[src/rtl/risc_pkg.sv]
`default_nettype none
// ============================================================================
//  Module      : risc_pkg
//  Description : Shared datapath types and constants for the RISC core:
//                word/register-index types, B-path shift codes and the ALU
//                operation codes consumed downstream of operand_stage.
//  Revision    : 1.0  initial release
// ============================================================================
package risc_pkg;

    typedef logic [15:0] word_t;
    typedef logic [2:0]  regidx_t;

    // B-path shift codes
    localparam logic [1:0] SH_NONE = 2'b00;
    localparam logic [1:0] SH_LSL  = 2'b01;
    localparam logic [1:0] SH_LSR  = 2'b10;
    localparam logic [1:0] SH_ASR  = 2'b11;

    // ALU operation codes (used by the ALU stage)
    localparam logic [1:0] ALU_ADD = 2'b00;
    localparam logic [1:0] ALU_SUB = 2'b01;
    localparam logic [1:0] ALU_AND = 2'b10;
    localparam logic [1:0] ALU_MVN = 2'b11;

endpackage : risc_pkg
`default_nettype wire

[src/rtl/operand_stage_regfile.sv]
`default_nettype none
// ============================================================================
//  Module      : regfile
//  Description : NREG x WIDTH general register file. One synchronous write
//                port with decoded enables, one combinational read port.
//                Reads return the pre-edge contents (no write bypass).
//  Ports       : clk, reset (sync, active-high), write, writenum, data_in,
//                readnum, data_out
//  Revision    : 1.0  initial release
// ============================================================================
module regfile
    import risc_pkg::*;
#(
    parameter int WIDTH = 16,
    parameter int NREG  = 8
) (
    input  logic                    clk,
    input  logic                    reset,
    input  logic                    write,
    input  logic [$clog2(NREG)-1:0] writenum,
    input  logic [WIDTH-1:0]        data_in,
    input  logic [$clog2(NREG)-1:0] readnum,
    output logic [WIDTH-1:0]        data_out
);

    logic [NREG-1:0]  w_we;
    logic [WIDTH-1:0] r_regs [NREG];

    // One-hot write enable, all zero when no write is requested.
    assign w_we = write ? (NREG'(1) << writenum) : '0;

    genvar gi;
    for (gi = 0; gi < NREG; gi++) begin : g_reg
        always_ff @(posedge clk) begin
            if (reset) begin
                r_regs[gi] <= '0;
            end else if (w_we[gi]) begin
                r_regs[gi] <= data_in;
            end
        end
    end

    assign data_out = r_regs[readnum];

endmodule : regfile
`default_nettype wire

[src/rtl/operand_stage.sv]
`default_nettype none
// ============================================================================
//  Module      : operand_stage
//  Description : Operand preparation upstream of the ALU. Register file plus
//                A/B operand latches, a 1-bit shifter on the B path and the
//                asel/bsel source muxes that drive Ain/Bin.
//  Ports       : clk, reset (sync, active-high)
//                write/writenum/data_in   - register write port
//                readnum/rdata            - combinational register read
//                loada/loadb              - capture R[readnum] into A/B
//                shift, asel, bsel, sximm5 - combinational operand controls
//                Ain, Bin                 - ALU operands
//  Revision    : 1.0  initial release
// ============================================================================
module operand_stage
    import risc_pkg::*;
#(
    parameter int WIDTH = 16,
    parameter int NREG  = 8
) (
    input  logic                    clk,
    input  logic                    reset,
    input  logic                    write,
    input  logic [$clog2(NREG)-1:0] writenum,
    input  logic [WIDTH-1:0]        data_in,
    input  logic [$clog2(NREG)-1:0] readnum,
    input  logic                    loada,
    input  logic                    loadb,
    input  logic [1:0]              shift,
    input  logic                    asel,
    input  logic                    bsel,
    input  logic [WIDTH-1:0]        sximm5,
    output logic [WIDTH-1:0]        Ain,
    output logic [WIDTH-1:0]        Bin,
    output logic [WIDTH-1:0]        rdata
);

    logic [WIDTH-1:0] w_rdata;
    logic [WIDTH-1:0] r_a;
    logic [WIDTH-1:0] r_b;
    logic [WIDTH-1:0] w_bshift;

    regfile #(
        .WIDTH (WIDTH),
        .NREG  (NREG)
    ) u_regfile (
        .clk      (clk),
        .reset    (reset),
        .write    (write),
        .writenum (writenum),
        .data_in  (data_in),
        .readnum  (readnum),
        .data_out (w_rdata)
    );

    // Latches capture the pre-edge register value, so a same-edge write to
    // the selected register is not forwarded.
    always_ff @(posedge clk) begin
        if (reset) begin
            r_a <= '0;
            r_b <= '0;
        end else begin
            if (loada) r_a <= w_rdata;
            if (loadb) r_b <= w_rdata;
        end
    end

    always_comb begin
        w_bshift = r_b;
        case (shift)
            SH_NONE: w_bshift = r_b;
            SH_LSL:  w_bshift = {r_b[WIDTH-2:0], 1'b0};
            SH_LSR:  w_bshift = {1'b0, r_b[WIDTH-1:1]};
            SH_ASR:  w_bshift = {r_b[WIDTH-1], r_b[WIDTH-1:1]};
            default: w_bshift = r_b;
        endcase
    end

    assign Ain   = asel ? '0 : r_a;
    assign Bin   = bsel ? sximm5 : w_bshift;
    assign rdata = w_rdata;

endmodule : operand_stage
`default_nettype wire

[config.mk]
export PLATFORM = sky130hd
export DESIGN_NAME = operand_stage
export DESIGN_NICKNAME = d
export VERILOG_FILES = /design/src/rtl/risc_pkg.sv /design/src/rtl/operand_stage_regfile.sv /design/src/rtl/operand_stage.sv
export SDC_FILE = /design/constraint.sdc
export NUM_CORES = 1
export LEC_CHECK = 0
export CAP_MARGIN = 25
export CELL_PAD_IN_SITES_DETAIL_PLACEMENT = 0
export CELL_PAD_IN_SITES_GLOBAL_PLACEMENT = 1
export CORE_ASPECT_RATIO = 1.2
export CORE_MARGIN = 1
export CORE_UTILIZATION = 52
export CTS_CLUSTER_SIZE = 16
export DETAILED_ROUTE_END_ITERATION = 12
export DONT_BUFFER_PORTS = 1
export GPL_ROUTABILITY_DRIVEN = 0
export GPL_TIMING_DRIVEN = 0
export HOLD_SLACK_MARGIN = 0.08
export PLACE_DENSITY_LB_ADDON = 0.1
export SLEW_MARGIN = 10
export SYNTH_ARGS = -nofsm -noshare
export SYNTH_HDL_FRONTEND = slang
export SYNTH_HIERARCHICAL = 1
export SYNTH_SLANG_ARGS = --single-unit
[constraint.sdc]
create_clock -name clk -period 2.7 [get_ports clk]
set_clock_uncertainty 0.05 [all_clocks]
set_input_delay 0.27 -clock clk [delete_from_list [all_inputs] [get_ports clk]]
set_output_delay 0.27 -clock clk [all_outputs]
set_load 0.02 [all_outputs]
==> summary.txt, run 1 <==
Placement
  • DP Area: 7980 sq um
  • PortBufs: 0
  • Dpl hpwl: ~13,000 um

Finish
  • Multi-input gate area: 2830 sq um
  • Final nets: ~640
  • Area delta synth->final: 13.1%
  • Core Util, Final: 0.600
  • Layout Cell Area excl Fill: approximately 8600 sq um
  • Layout cell share with drive strength beyond 1: 0.166
  • Storage cell area: 4480 sq um
  • # fillers: about 1.2k
  • ANT cells: 0
  • Most frequent cells in the layout: nor3_1, edfxtp_1, mux2i_1

Yosys
  • Yosys cell types: 30
  • Post-synth EDFFs: about 130
  • Average size of a mapped cell: between 10 and 15 sq um
  • Sequential-to-total area share from yosys stat: 0.588
  • Top cells by area, synth: edfxtp_1, mux4_1, dfxtp_1
  • Syn nets: between 600 and 700
  • Post-synth top area cell: edfxtp_1
  • Area share of the largest cell type after synthesis: 0.504
  • Cell area after synthesis: 7620 sq um
  • Syn Inst Count: 566
  • Async SR Flop Fraction: 0
  • Yosys warns: 6
  • Dominant synthesized flop cell: edfxtp_1
  • Flop and latch count out of synthesis: 160

Floorplanning
  • Die Y: 135 um
  • Starting density of the core: 0.531
  • Die Area: around 15,000 sq um
  • IO Pins: between 90 and 100
  • Num rows: between 40 and 50
  • Core area: about 14,000 sq um
  • Die width: 113 um

Detailed routing
  • Initial drt markers: approximately 260
  • Pre-antenna DRT Iters: 5
  • Vias per cell: around 6
  • Post-route ant nets: 0
  • Drt drc: 0
  • WL/cell: between 20 and 25 um
  • Final wirelength: approximately 18,000 um
  • Vias: 4,822

Global routing
  • Initial antenna violation count: 0
  • First-pass GRT wire length: 27,200 um
  • Vias in the first global route: 4,875
  • GRT overflow: 0
  • Largest net degree at the start of global routing: 17
  • GRT Overall Usage: 0.251

Timing
  • Fin crit share: 0.769
  • Final setup viols: 0
  • Slew headroom: 0.547
  • Tmin final: about 2.1 ns
  • RSZ-0062 raised after global routing: false
  • Least-Margin Pin Slew: ~0.68 ns
  • Hold Vio Cnt, Final: 0
  • Max Slew Vio Count: 0
  • Fmax: between 400 and 500 MHz

Pwr
  • Worst VDD drop: ~0.41 mV
  • Total Power: around 6.1 mW
  • Pleak: 3.05 nW
  • Pwr Density: a little over 700 nW/um^2

Clock tree
  • Clk sink count: between 150 and 200
  • Clk_lat worst skew: 0.43 ns
  • CTS H-tree depth: 4
  • CTS tree: yes
  • Cts repair resizes: 0
  • Number of CTS-inserted buffers: 17
  • Clock Path Buffers: 2
  • Clock slew at reported path FFs: approximately 0.06 ns
  • CTS root buf: clkbuf_16

Worst setup path
  • Worst EP required: about 2.4 ns
  • WS Path Type: flop to output port
  • CP max FO: 3
  • CP startpoint kind: flop
  • Worst Setup End Kind: output port
  • CP arrival: ~1.8 ns

Run
  • Max-cap viol count: 0

Min path
  • Worst min path class: primary input to flop

Status
  • Status: finished clean
==> synthesized netlist by cell type, drive strengths merged (3+ instances only) <==
cell / instances
nor2b: 16
mux4: 32
clkinv: 16
dfxtp: 32
mux2: 30
mux2i: 46
nand2b: 3
edfxtp: 128
o21bai: 8
clkbuf: 26
nand2: 18
buf: 27
nor2: 32
nor3: 128
o21ai: 16
==> area by class of cell <==
class                      instances  share of cell area
timing repair buffer              10              0.0154
clock buffer                      24              0.0635
buffer                            53              0.0325
sequential                       160               0.520
clock inverter                     7             0.00784
multi-input combinational        337               0.328
inverter                          16             0.00697
tap                              175              0.0254
==> final timing paths <==
path                                        startpoint                endpoint  slack, ns  cells past startpoint
worst max-delay path            u_regfile/r_regs[1][1]                rdata[1]       0.62                      2
worst max register to register  u_regfile/r_regs[5][6]                  r_a[6]       0.98                      4
worst min-delay path                             reset  u_regfile/r_regs[3][9]       0.11                      1
worst min register to register                  r_a[9]                  r_a[9]       0.44                      2
==> through the flow <==
step / setup TNS [ns] / setup WS (ns) / hold WS (ns) / cells
floorplan: 0 / 0.525 / 0.292 / 566
global placement: -13.39 / -0.217 / 0.295 / 741
detailed placement: 0 / 0.568 / 0.298 / 749
CTS: 0 / 0.626 / 0.0816 / 781
global route: 0 / 0.579 / 0.0934 / 782
finish: 0 / 0.625 / 0.105 / 782
==> flip-flops by register name, summed over array words and instances, names as in the netlist <==
signal and count:
r_a 16, r_b 16, u_regfile/r_regs 128
==> worst max-delay path, stage by stage, from the launching register on <==
cell and delay, ns:
edfxtp_1 0.36, mux4_1 0.59, mux2_2 0.38
==> routing by layer <==
metal,up-vias,track usage,routed length (um)
li1,2210,-,-
met1,2428,0.281,6920
met2,167,0.469,10000
met3,17,0.0552,1050
met4,0,0.0874,227
met5,-,0,0
==> cells by family after synthesis <==
logic type | count (synthesis) | share of synthesized area
AND/OR/NAND/NOR | 202 | 0.130
flip-flops | 160 | 0.588
multiplexers | 108 | 0.217
buffers and inverters | 69 | 0.0447
AO/OA/AOI/OAI | 26 | 0.0197
XOR/XNOR | 1 | 0.00115
==> power breakdown <==
part	switching (mW)	total (mW)	internal, mW
clock	0.940	2.45	1.51
sequential	0.0612	2.89	2.83
combinational	0.457	0.728	0.271
==> timing repair <==
item | 4_1_cts | 5_1_grt
endpoints found under the hold margin | 8 | 3
hold buffers | 1 | 1
setup buffers | 0 | 0
No activity file was read; power rests on OpenSTA's default activity.
==> run 2: changes to the inputs <==
==> constraint.sdc (replaced) <==
create_clock -name clk -period 2 [get_ports clk]
set_clock_uncertainty 0.05 [all_clocks]
set_input_delay 0.2 -clock clk [delete_from_list [all_inputs] [get_ports clk]]
set_output_delay 0.2 -clock clk [all_outputs]
set_load 0.02 [all_outputs]
==> run 2 against run 1 <==
Compared with the run above: die area did not move; hold slack got worse by 0.0089 ns; clock-buffer cell count did not move; final cell count fell by 0.13%; clock power rose by 35%.
==> summary.txt, run 2 (synthesized netlist as in run 1, its figures left out) <==
Worst setup path
  • CP startpoint kind: flop
  • CP endpoint: rdata[6]
  • Worst EP required: 1.75 ns (-0.63 ns)
  • Crit. Startpoint: u_regfile/r_regs[5][6]
  • Reg-to-reg startpoint: u_regfile/r_regs[5][6]
  • Worst reg2reg setup slack: 0.33 ns (-0.65 ns)
  • WS Path Type: flop to output port
  • RR Endpoint: r_a[6]
  • CP arrival: 1.71 ns (-0.05 ns)
  • Worst Setup End Kind: output port
  • R2R cell count: 4 (unchanged)
  • CP max FO: 3 (unchanged)

Detailed routing
  • WL/cell: 23.4 um (+0.35%)
  • Vias per cell: 6.14 (-0.45%)
  • Pre-antenna DRT Iters: 5 (unchanged)
  • Drt drc: 0 (unchanged)
  • Post-route ant nets: 0 (unchanged)
  • Initial drt markers: 284 (+11%)
  • Final wirelength: 18,200 um (+0.23%)
  • Vias: 4,794 (-0.58%)

Placement
  • DP Area: 7980 sq um (unchanged)
  • Post-Place Cells: 749 (unchanged)
  • Dpl hpwl: 13,100 um (unchanged)
  • PortBufs: 0 (unchanged)

Global routing
  • Vias in the first global route: 4,870 (-0.10%)
  • Initial antenna violation count: 0 (unchanged)
  • Largest net degree at the start of global routing: 17 (unchanged)
  • GRT overflow: 0 (unchanged)
  • GRT Overall Usage: 0.250 (about the same)
  • First-pass GRT wire length: 27,100 um (about the same)

Floorplanning
  • IO Pins: 95 (unchanged)
  • Die Y: 135 um (unchanged)
  • Num rows: 48 (unchanged)
  • Die width: 113 um (unchanged)
  • Starting density of the core: 0.531 (unchanged)
  • Core area: 14,400 sq um (unchanged)
  • Die Area: 15,100 sq um (unchanged)

Pwr
  • Total Power: 8.23 mW (+36%)
  • Worst VDD drop: 0.554 mV (+36%)
  • Pwr Density: 953 nW/um^2 (+35%)
  • Pleak: 3.08 nW (+0.94%)

Clock tree
  • CTS root buf: clkbuf_16
  • Clock slew at reported path FFs: 0.06 ns (about the same)
  • Clk_lat worst skew: 0.43 ns (about the same)
  • Clk sink count: 160 (unchanged)
  • CTS H-tree depth: 4 (unchanged)
  • CTS tree: yes
  • Number of CTS-inserted buffers: 17 (unchanged)
  • Clock Path Buffers: 2 (unchanged)

Finish
  • Biggest register: u_regfile/r_regs
  • Biggest regs: u_regfile/r_regs x128, r_a x16, r_b x16
  • Most frequent cells in the layout: nor3_1, edfxtp_1, mux2i_1
  • Layout cell share with drive strength beyond 1: 0.173 (+0.00688)
  • Final nets: 641 (-0.16%)
  • Non-Filler Instances: 781 (-0.13%)
  • Max reg flops: 128 (unchanged)
  • Layout Cell Area excl Fill: 8640 sq um (+0.23%)
  • Area delta synth->final: 13.3%
  • ANT cells: 0 (unchanged)

Status
  • Status: finished clean

Timing
  • RSZ-0062 raised after global routing: false
  • Max Slew Vio Count: 0 (unchanged)
  • Fmax: slightly above 500 MHz
  • Fin crit share: 0.982
  • Slew headroom: 0.462 (-0.0849)
  • Hold_ws: 0.0964 ns (-0.00894 ns)
  • Least-Margin Pin Slew: 0.806 ns (+0.127 ns)
  • Tmin final: just under 2 ns
  • Hold Vio Cnt, Final: 0 (unchanged)
  • Final setup viols: 0 (unchanged)

Min path
  • Worst min path class: primary input to flop

Run
  • Max-cap viol count: 0 (unchanged)
[run 2: changes by cell type in the layout (fill, tap and decap cells not counted)]
cell           change
mux2_2            -12
mux2_4            +12
mux4_1             -4
mux4_2             +4
dlygate4sd3_1      -1
[run 2: repair_timing]
| item | 4_1_cts | 5_1_grt |
|---|---|---|
| gates resized for setup | 2 | 14 |
| buffers inserted | 0 | 0 |
| hold buffers | 1 | 0 |
| endpoints found under the setup margin | 2 | 12 |
| endpoints found under the hold margin | 17 | 0 |
| gates cloned | 0 | 0 |
[run 2: layout make-up]
cell class | instances | area [sq um]
Timing Repair Buffer | 9 | 123
Inverter | 16 | 60.1
Sequential cell | 160 | 4480
Tap cell | 175 | 219
Fill cell | 1165 | 5720
Multi-Input combinational cell | 337 | 2860
Clock inverter | 7 | 67.6
Clock buffer | 24 | 547
Buffer | 53 | 280
[run 2: worst min-delay path by stage]
| stage | start | endpoint | slack (ns) | cells past startpoint |
|---|---|---|---|---|
| final | data_in[15] | u_regfile/r_regs[7][15] | 0.1 | 2 |
| after floorplan | reset | r_a[10] | 0.22 | 1 |
| after CTS | data_in[15] | u_regfile/r_regs[6][15] | 0.08 | 2 |
| after detailed placement | reset | r_a[10] | 0.23 | 1 |
| after global routing | data_in[11] | u_regfile/r_regs[1][11] | 0.1 | 2 |
| after global placement | reset | r_a[10] | 0.23 | 1 |
[run 2: per-layer routing]
| metal | part of all wire | up-vias | GRT usage |
|---|---|---|---|
| met4 | 0.012 | 0 | 0.0859 |
| met2 | 0.55 | 173 | 0.470 |
| met1 | 0.39 | 2401 | 0.281 |
| li1 | - | 2202 | - |
| met5 | 0 | - | 0 |
| met3 | 0.055 | 18 | 0.0525 |
[run 2: per-stage QoR]
step | worst slack (ns) | util | setup TNS (ns)
global route | 0.000636 | 0.602 | 0
CTS | 0.00145 | 0.600 | 0
finish | 0.0369 | 0.602 | 0
detailed placement | -0.0619 | 0.556 | -0.874
global placement | -0.847 | 0.546 | -92.46
floorplan | -0.105 | - | -3.35
[run 2: where the power goes]
part / total, mW / leakage [nW] / switching [mW] / internal (mW)
clock: 3.31 / 0.305 / 1.28 / 2.03
combinational: 1.01 / 1.28 / 0.622 / 0.387
sequential: 3.91 / 1.50 / 0.0841 / 3.82
[run 2: worst max-delay path, stage by stage, from the launching register on]
cell      delay (ns)
edfxtp_1        0.39
mux4_2          0.55
mux2_4          0.35
